<file path="src/rtl/edf_rd_scheduler.sv">
// edf_rd_scheduler
//   Earliest-deadline-first read scheduler for a bank of NUM_Q FIFOs.
//   In IDLE it picks the non-empty queue whose head deadline is earliest,
//   using wrap-safe comparison against a free-running timebase. It pops
//   that queue for one cycle and captures the returned word. The word is
//   then held on a valid/ready output until downstream accepts it.
//
//   Optional feature: define EDF_SCHED_EXPIRED_DROP_EN to discard winners
//   whose deadline has already passed and count them in drop_count.
//
// Ports
//   fifo_rd_clk   sole clock, rising edge
//   rst_n         synchronous active-low reset
//   q_empty       per-queue empty flags
//   q_deadline    per-queue head deadline, TIME_W bits per queue
//   q_rd_en       one-hot FIFO read strobe
//   q_rd_data     per-queue read data, valid the cycle after q_rd_en
//   out_valid     served entry available
//   out_ready     downstream accepts the served entry
//   out_data      served entry data
//   out_qid       source queue of the served entry
//   out_deadline  deadline of the served entry
//   now           free-running timebase
//   drop_count    saturating count of expired entries discarded
module edf_rd_scheduler #(
  parameter int NUM_Q      = 4,
  parameter int DATA_WIDTH = 16,
  parameter int TIME_W     = 16,
  localparam int QID_W     = (NUM_Q > 1) ? $clog2(NUM_Q) : 1
) (
  input  logic                         fifo_rd_clk,
  input  logic                         rst_n,
  input  logic [NUM_Q-1:0]             q_empty,
  input  logic [NUM_Q*TIME_W-1:0]      q_deadline,
  output logic [NUM_Q-1:0]             q_rd_en,
  input  logic [NUM_Q*DATA_WIDTH-1:0]  q_rd_data,
  output logic                         out_valid,
  input  logic                         out_ready,
  output logic [DATA_WIDTH-1:0]        out_data,
  output logic [QID_W-1:0]             out_qid,
  output logic [TIME_W-1:0]            out_deadline,
  output logic [TIME_W-1:0]            now,
  output logic [15:0]                  drop_count
);

  typedef enum logic [2:0] {IDLE, READ, CAPT, HOLD, DROP} state_e;

  state_e                  state_q, state_d;
  logic [TIME_W-1:0]       now_q, now_d;
  logic [QID_W-1:0]        win_q, win_d;
  logic [TIME_W-1:0]       win_dl_q, win_dl_d;
  logic                    out_valid_q, out_valid_d;
  logic [DATA_WIDTH-1:0]   out_data_q, out_data_d;
  logic [QID_W-1:0]        out_qid_q, out_qid_d;
  logic [TIME_W-1:0]       out_deadline_q, out_deadline_d;
`ifdef EDF_SCHED_EXPIRED_DROP_EN
  logic                    expired_q, expired_d;
  logic [15:0]             drop_count_q, drop_count_d;
`endif

  logic                    any_elig;
  logic [QID_W-1:0]        best_idx;
  logic [TIME_W-1:0]       best_dl;
  logic [DATA_WIDTH-1:0]   rd_slice;

  // Wrap-safe ordering: a is earlier than b when (a-b) is negative modulo 2^TIME_W.
  function automatic logic is_earlier(input logic [TIME_W-1:0] a,
                                      input logic [TIME_W-1:0] b);
    logic [TIME_W-1:0] diff;
    diff = a - b;
    return diff[TIME_W-1];
  endfunction

  // Ascending scan with a strict "earlier" test so ties stay with the lowest index.
  always_comb begin
    any_elig = 1'b0;
    best_idx = '0;
    best_dl  = '0;
    for (int i = 0; i < NUM_Q; i++) begin
      if (!q_empty[i]) begin
        if (!any_elig || is_earlier(q_deadline[i*TIME_W +: TIME_W], best_dl)) begin
          any_elig = 1'b1;
          best_idx = QID_W'(i);
          best_dl  = q_deadline[i*TIME_W +: TIME_W];
        end
      end
    end
  end

  always_comb begin
    rd_slice = '0;
    for (int i = 0; i < NUM_Q; i++) begin
      if (win_q == QID_W'(i)) rd_slice = q_rd_data[i*DATA_WIDTH +: DATA_WIDTH];
    end
  end

  always_comb begin
    state_d        = state_q;
    now_d          = now_q + 1'b1;
    win_d          = win_q;
    win_dl_d       = win_dl_q;
    out_valid_d    = out_valid_q;
    out_data_d     = out_data_q;
    out_qid_d      = out_qid_q;
    out_deadline_d = out_deadline_q;
    q_rd_en        = '0;
`ifdef EDF_SCHED_EXPIRED_DROP_EN
    expired_d      = expired_q;
    drop_count_d   = drop_count_q;
`endif
    case (state_q)
      // Empty flags and deadlines are only trusted here, after any earlier pop has settled.
      IDLE: begin
        if (any_elig) begin
          win_d    = best_idx;
          win_dl_d = best_dl;
`ifdef EDF_SCHED_EXPIRED_DROP_EN
          expired_d = is_earlier(best_dl, now_q);
`endif
          state_d  = READ;
        end
      end
      READ: begin
        for (int i = 0; i < NUM_Q; i++) begin
          q_rd_en[i] = (win_q == QID_W'(i));
        end
        state_d = CAPT;
`ifdef EDF_SCHED_EXPIRED_DROP_EN
        if (expired_q) state_d = DROP;
`endif
      end
      CAPT: begin
        out_data_d     = rd_slice;
        out_qid_d      = win_q;
        out_deadline_d = win_dl_q;
        out_valid_d    = 1'b1;
        state_d        = HOLD;
      end
      HOLD: begin
        if (out_ready) begin
          out_valid_d = 1'b0;
          state_d     = IDLE;
        end
      end
      DROP: begin
`ifdef EDF_SCHED_EXPIRED_DROP_EN
        if (drop_count_q != 16'hFFFF) drop_count_d = drop_count_q + 16'd1;
`endif
        state_d = IDLE;
      end
      default: state_d = IDLE;
    endcase
  end

  always_ff @(posedge fifo_rd_clk) begin
    if (!rst_n) begin
      state_q        <= IDLE;
      now_q          <= '0;
      win_q          <= '0;
      win_dl_q       <= '0;
      out_valid_q    <= 1'b0;
      out_data_q     <= '0;
      out_qid_q      <= '0;
      out_deadline_q <= '0;
`ifdef EDF_SCHED_EXPIRED_DROP_EN
      expired_q      <= 1'b0;
      drop_count_q   <= '0;
`endif
    end else begin
      state_q        <= state_d;
      now_q          <= now_d;
      win_q          <= win_d;
      win_dl_q       <= win_dl_d;
      out_valid_q    <= out_valid_d;
      out_data_q     <= out_data_d;
      out_qid_q      <= out_qid_d;
      out_deadline_q <= out_deadline_d;
`ifdef EDF_SCHED_EXPIRED_DROP_EN
      expired_q      <= expired_d;
      drop_count_q   <= drop_count_d;
`endif
    end
  end

  assign out_valid    = out_valid_q;
  assign out_data     = out_data_q;
  assign out_qid      = out_qid_q;
  assign out_deadline = out_deadline_q;
  assign now          = now_q;
`ifdef EDF_SCHED_EXPIRED_DROP_EN
  assign drop_count   = drop_count_q;
`else
  assign drop_count   = 16'h0000;
`endif

endmodule

</file>
<file path="config.mk">
export PLATFORM = sky130hd
export DESIGN_NAME = edf_rd_scheduler
export DESIGN_NICKNAME = d
export VERILOG_FILES = /design/src/rtl/edf_rd_scheduler.sv
export SDC_FILE = /design/constraint.sdc
export NUM_CORES = 1
export LEC_CHECK = 0
export ABC_CLOCK_PERIOD_IN_PS = 11800
export BUFFER_PORTS_ARGS = -buffer_cell sky130_fd_sc_hd__buf_4
export CAP_MARGIN = 40
export CORE_MARGIN = 2
export CORE_UTILIZATION = 40
export CTS_BUF_LIST = sky130_fd_sc_hd__clkbuf_8
export DETAILED_ROUTE_END_ITERATION = 8
export GPL_TIMING_DRIVEN = 0
export HOLD_SLACK_MARGIN = 0.08
export PLACE_DENSITY = 0.71
export SETUP_SLACK_MARGIN = 0.1
export SYNTH_ARGS = -nofsm -noshare
export SYNTH_HDL_FRONTEND = slang
export SYNTH_SLANG_ARGS = --single-unit
</file>
<file path="constraint.sdc">
create_clock -name fifo_rd_clk -period 11.8 [get_ports fifo_rd_clk]
set_clock_uncertainty 0.15 [all_clocks]
set_input_delay 2.36 -clock fifo_rd_clk [delete_from_list [all_inputs] [get_ports fifo_rd_clk]]
set_output_delay 2.36 -clock fifo_rd_clk [all_outputs]
set_load 0.05 [all_outputs]
</file>
* Word level (Yosys, flattened, before mapping)
Index checks and enable logic that the tools add are counted.
** Operators by class
- Reduce and logical (&&, ||, !) cells :: 11
- Add/subtract/negate cells :: 4
- Muxes and demuxes :: 30
- Eq/ne operators :: 8
** Operators by type and width (number)
- 16-bit 2-to-1 mux :: 11
- 16-bit subtractor :: 3
- 16-bit by 1-bit adder with 16-bit output (second input constant) :: 1
- 3-bit case mux with 4 select lines :: 1
- 1-bit 2-to-1 mux :: 10
- 2-bit 2-to-1 mux :: 4
- 3-bit by 2-bit == test with 1-bit output (second input constant) :: 2
- 3-bit 2-to-1 mux :: 2
- 2-bit AND reduction :: 3
- 2-bit == test (second input constant) :: 2
- 4-bit 2-to-1 mux :: 1
- 2-bit inequality test (second input constant) :: 2
- 3-bit by 1-bit == test with 1-bit output (second input constant) :: 1
- 3-bit logical NOT :: 1
- 1-bit logical OR :: 3
- 2-bit by 1-bit == test with 1-bit output (second input constant) :: 1
- 1-bit logical NOT :: 2
- 2-bit logical NOT :: 1
- 1-bit case mux with 2 select lines :: 1
- 2-bit nonzero test :: 1
** Word-level totals
- Logic and storage cells :: 61
- Output and inout port bits :: 71
- Register bits :: 72
- Input bits :: 135

* Longest topological paths before layout
- Depth after elaboration :: 15
- Gate-level depth with buffers :: 37
- Mapped depth without buffers :: 32

* Worst setup path before layout
Ideal clock, no wire load.
- Path type :: input port to flip-flop
- Start point :: input q_empty[0]
- End point :: register win_dl_q[6]
- Slack :: 2.028 ns
- Cell stages on the path :: 36
- Setup time :: 0.070 ns
- Data required time :: 11.580 ns
- Arrival :: 9.552 ns
- Buffers on the path :: 6
- Cells stage by stage :: clkbuf_1 -> clkbuf_1 -> nand2b_1 -> ha_1 -> nand4_2 -> nor4_2 -> a22oi_2 -> and2_4 -> nor3_4 -> clkbuf_1 -> a22oi_1 -> ha_1 -> a2111oi_0 -> o21ai_0 -> a221oi_1 -> o41ai_1 -> a21oi_1 -> xor2_1 -> o21ai_0 -> clkbuf_1 -> nand2_1 -> o21ai_0 -> ha_1 -> a21o_1 -> a21o_1 -> a21oi_1 -> and2_1 -> inv_1 -> a2111oi_2 -> o2111ai_1 -> a2111o_1 -> and3_1 -> buf_6 -> buf_6 -> o21a_1 -> a21oi_1
** Between the ends
- Longest elaborated chain between the ends :: 14
- Elaborated cells between the ends (all ways) :: 23
- Classes of those cells :: add/sub (3); mux (14); reduce/logical (6)
** RTL lines
- start: declaration :: RTL line 33 : input logic [NUM_Q-1:0] q_empty,
- 16-bit 2-to-1 mux :: RTL line 80 : if (!q_empty[i]) begin
- 16-bit subtractor :: RTL line 70 : diff = a - b;
- 1-bit logical OR :: RTL line 81 : if (!any_elig || is_earlier(q_deadline[i*TIME_W +: TIME_W], best_dl)) begin
- 16-bit 2-to-1 mux / 1-bit 2-to-1 mux (equally long branches) :: RTL line 81
- 16-bit 2-to-1 mux / 1-bit 2-to-1 mux (equally long branches) :: RTL line 80
- 16-bit subtractor / 1-bit logical NOT (equally long branches) :: RTL line 70, 81
- 1-bit logical OR :: RTL line 81
- 16-bit 2-to-1 mux / 1-bit 2-to-1 mux (equally long branches) :: RTL line 81
- 16-bit 2-to-1 mux / 1-bit 2-to-1 mux (equally long branches) :: RTL line 80
- 16-bit subtractor / 1-bit logical NOT (equally long branches) :: RTL line 70, 81
- 1-bit logical OR :: RTL line 81
- 1-bit 2-to-1 mux :: RTL line 81
- 1-bit 2-to-1 mux :: RTL line 80
- 2-bit AND reduction (no source line)
- end signal: assignment :: RTL line 173 : win_dl_q <= win_dl_d;
- end: declaration :: RTL line 51 : logic [TIME_W-1:0] win_dl_q, win_dl_d;
Parallel ways exist; a longest one is shown, timed or not.
A chain may end at the register's enable or synchronous reset.

* Final worst setup path
- Start point :: input q_empty[0]
- End point :: register win_dl_q[12]
Same word-level chain as after synthesis.

==> results.sh <==
export IMPL_hp_start="now[0]$_SDFF_PN0_"
export IMPL_synth_top_area_share_pct=26.85
export IMPL_final_min_clock_period_ns=10.95
export IMPL_core_area_um2=13090
export IMPL_ir_drop_uv=62.85
export IMPL_start_kind="input pin"
export IMPL_drive_gt1_share_pct=30.38
export IMPL_setup_viol=0
export IMPL_reg2reg_depth=6
export IMPL_syn_avg_cell_area_um2=8.750
export IMPL_worstSetupEndpointType="flop"
export IMPL_grt_start_max_net_pins=11
export IMPL_fp_dieW_um=119.0
export IMPL_ys_seq_area_share_pct=26.85
export IMPL_yosysWarningCount=0
export IMPL_hold_path_end="now[0]$_SDFF_PN0_"
export IMPL_leakagePower_nw=3.131
export IMPL_drv_cap=0
export IMPL_track_usage_pct=20.24
export IMPL_rows=42
export IMPL_slowest_stage="a2111o_1"
export IMPL_syn_cell_area_um2=5294
export IMPL_cp_max_fo=10
export IMPL_drtIter0Drc=212
export IMPL_grt_first_pass_wirelength_um=23510
export IMPL_ctsHoldBuffers=0
export IMPL_synthFlopType="dfxtp_1"
export IMPL_drc=0
export IMPL_cts_tree="yes"
export IMPL_place_gp_congestion=0.8642
export IMPL_insertion_delay_ns=0.33
export IMPL_synth_area_top_cells="dfxtp_1, ha_1, mux2i_1"
export IMPL_htree_levels=3
export IMPL_netlist_instances=605
export IMPL_max_stage_delay_ns=0.56
export IMPL_hold_path_cell_count=1
export IMPL_ys_seq_elements=71
export IMPL_final_nets=1002
export IMPL_hold_class="reg -> reg"
export IMPL_grt_setup_unrepaired="no"
export IMPL_boundaryPins=206
export IMPL_antenna_found_initial=0
export IMPL_gr_total_overflow=0
export IMPL_diodes=0
export IMPL_cp_data_required_time_ns=11.92
export IMPL_hpwl_um=12160
export IMPL_clockRootBuffer="clkbuf_8"
export IMPL_status="completed"
export IMPL_post_drt_wl_per_cell_um=14.51
export IMPL_final_core_util_pct=54.73
export IMPL_dieArea_um2=14170
export IMPL_worstMarginPinSlew_ns=0.7849
export IMPL_setup_tns_ns=0
export IMPL_drt_pass1_iter_count=4
export IMPL_rr_startpoint="state_q[0]$_SDFFE_PN0P_"
export IMPL_synth_top_area_cell="dfxtp_1"
export IMPL_max_clock_freq_mhz=91.36
export IMPL_most_common_layout_cells="buf_4, dfxtp_1, ha_1, o21ai_0"
export IMPL_relSlewSlack_pct=47.67
export IMPL_rr_endpoint="out_data[2]$_SDFFE_PN0P_"
export IMPL_critPathLaunch="q_empty[0]"
export IMPL_die_h_um=119.0
export IMPL_mostFrequentLayoutCell="buf_4"
export IMPL_arrival_ns=11.06
export IMPL_drt_wl_total_um=14500
export IMPL_power_density_nw_per_um2=149.3
export IMPL_path_class="in -> reg"
export IMPL_syn_to_final_growth_pct=35.29
export IMPL_initial_core_util_pct=40.46
export IMPL_async_flop_share_pct=0
export IMPL_cts_setup_buffers=0
export IMPL_drv_slew=0
export IMPL_io_buffers=189
export IMPL_finalHoldViolCount=0
export IMPL_clkTransAtPathRegs_ns=0.07
export IMPL_cts_buffers=9
export IMPL_synthDistinctLibCells=63
export IMPL_finalCritPeriodShare_pct=92.76
export IMPL_grt_pass1_vias=4895
export IMPL_vias=5096
export IMPL_synth_edf_count=0
export IMPL_clk_path_buf_depth=2
export IMPL_clock_sinks=71
export IMPL_ant_nets=0
export IMPL_avgViaCountPerCell=5.101
export IMPL_cts_resized_gates=0
export IMPL_rrSetupSlack_ns=9.59
cell usage after synthesis (16+ instances only):
master	count
a21oi_1	38
and2_1	16
buf_4	16
clkbuf_1	27
dfxtp_1	71
ha_1	47
mux2i_1	36
mux4_2	16
nand2_1	41
nand2b_1	17
nand4_1	25
nor2_1	26
nor2b_1	41
o21ai_0	43
cell families after synthesis:
group | after synthesis | share of synthesized area, %
buffers and inverters | 59 | 5.602
adders and majority gates | 47 | 11.11
DFF | 71 | 26.85
and+or+nand+nor | 207 | 21.79
AOI/OAI and AO/OA | 149 | 17.77
other | 1 | 0.07084
muxes | 53 | 13.83
xor gates and xnor gates | 18 | 2.978
worst max-delay path by stage:
stage,to,slack [ns],cells after the start
2_1_floorplan,win_dl_q[6]$_SDFFE_PN0P_,2.03,36
3_3_place_gp,win_dl_q[6]$_SDFFE_PN0P_,0.15,37
3_5_place_dp,win_dl_q[13]$_SDFFE_PN0P_,0.16,37
4_1_cts,win_dl_q[13]$_SDFFE_PN0P_,0.47,37
5_1_grt,win_dl_q[8]$_SDFFE_PN0P_,0.12,36
6_report,win_dl_q[12]$_SDFFE_PN0P_,0.85,36
power by group:
| part | internal (W) | leakage (nW) | switching (W) | total, W |
|---|---|---|---|---|
| logic | 0.000239 | 2.46 | 0.000339 | 0.000578 |
| clock network | 0.0000836 | 0.0937 | 0.0000814 | 0.000165 |
| registers | 0.000295 | 0.580 | 0.0000319 | 0.000327 |
| total | 0.000617 | 3.13 | 0.000452 | 0.00107 |
registers in the layout (all words and copies together) (netlist names):
name,flops
state_q,2
out_deadline,16
out_valid,1
now,16
win_dl_q,16
out_qid,2
out_data,16
win_q,2
per-stage QoR:
step                      total power [W]  cell area (um2)  hold slack (ns)  cells  setup slack (ns)
final                            0.001069             7162           0.3366    999            0.8545
after global routing             0.001146             7162           0.3753    999            0.1209
after CTS                        0.001077             7153           0.3408    999            0.4718
after detailed placement        0.0009089             6989           0.3246    985            0.1641
after global placement          0.0009023             6989           0.3079    985            0.1523
after floorplan                 0.0007462             5350           0.3307    620             2.028
critical path, delay by kind of cell:
kind / cells / cell delay (ns)
buffers and inverters: 8 / 1.86
XOR/XNOR: 1 / 0.11
adder cells (fa/ha/maj): 3 / 0.79
AO/OA/AOI/OAI: 18 / 4.41
AND/OR/NAND/NOR: 6 / 1.52
area by class of cell:
| class | count | area, um2 |
|---|---|---|
| inverter | 9 | 33.78 |
| timing repair buffer | 189 | 1419 |
| sequential | 71 | 1421 |
| tap | 176 | 220.2 |
| fill | 1229 | 5923 |
| clock buffer | 11 | 151.4 |
| buffer | 50 | 265.3 |
| multi-input combinational | 490 | 3638 |
| clock inverter | 3 | 12.51 |
per-layer routing:
| metal | vias up | wire, um | global-route usage, % |
|---|---|---|---|
| li1 | 2608 | - | - |
| met1 | 2323 | 6645 | 26.60 |
| met2 | 149 | 6893 | 34.09 |
| met3 | 16 | 790 | 3.879 |
| met4 | 0 | 170 | 5.134 |
| met5 | - | 0 | 0 |
(Power assumes the default switching activity.)
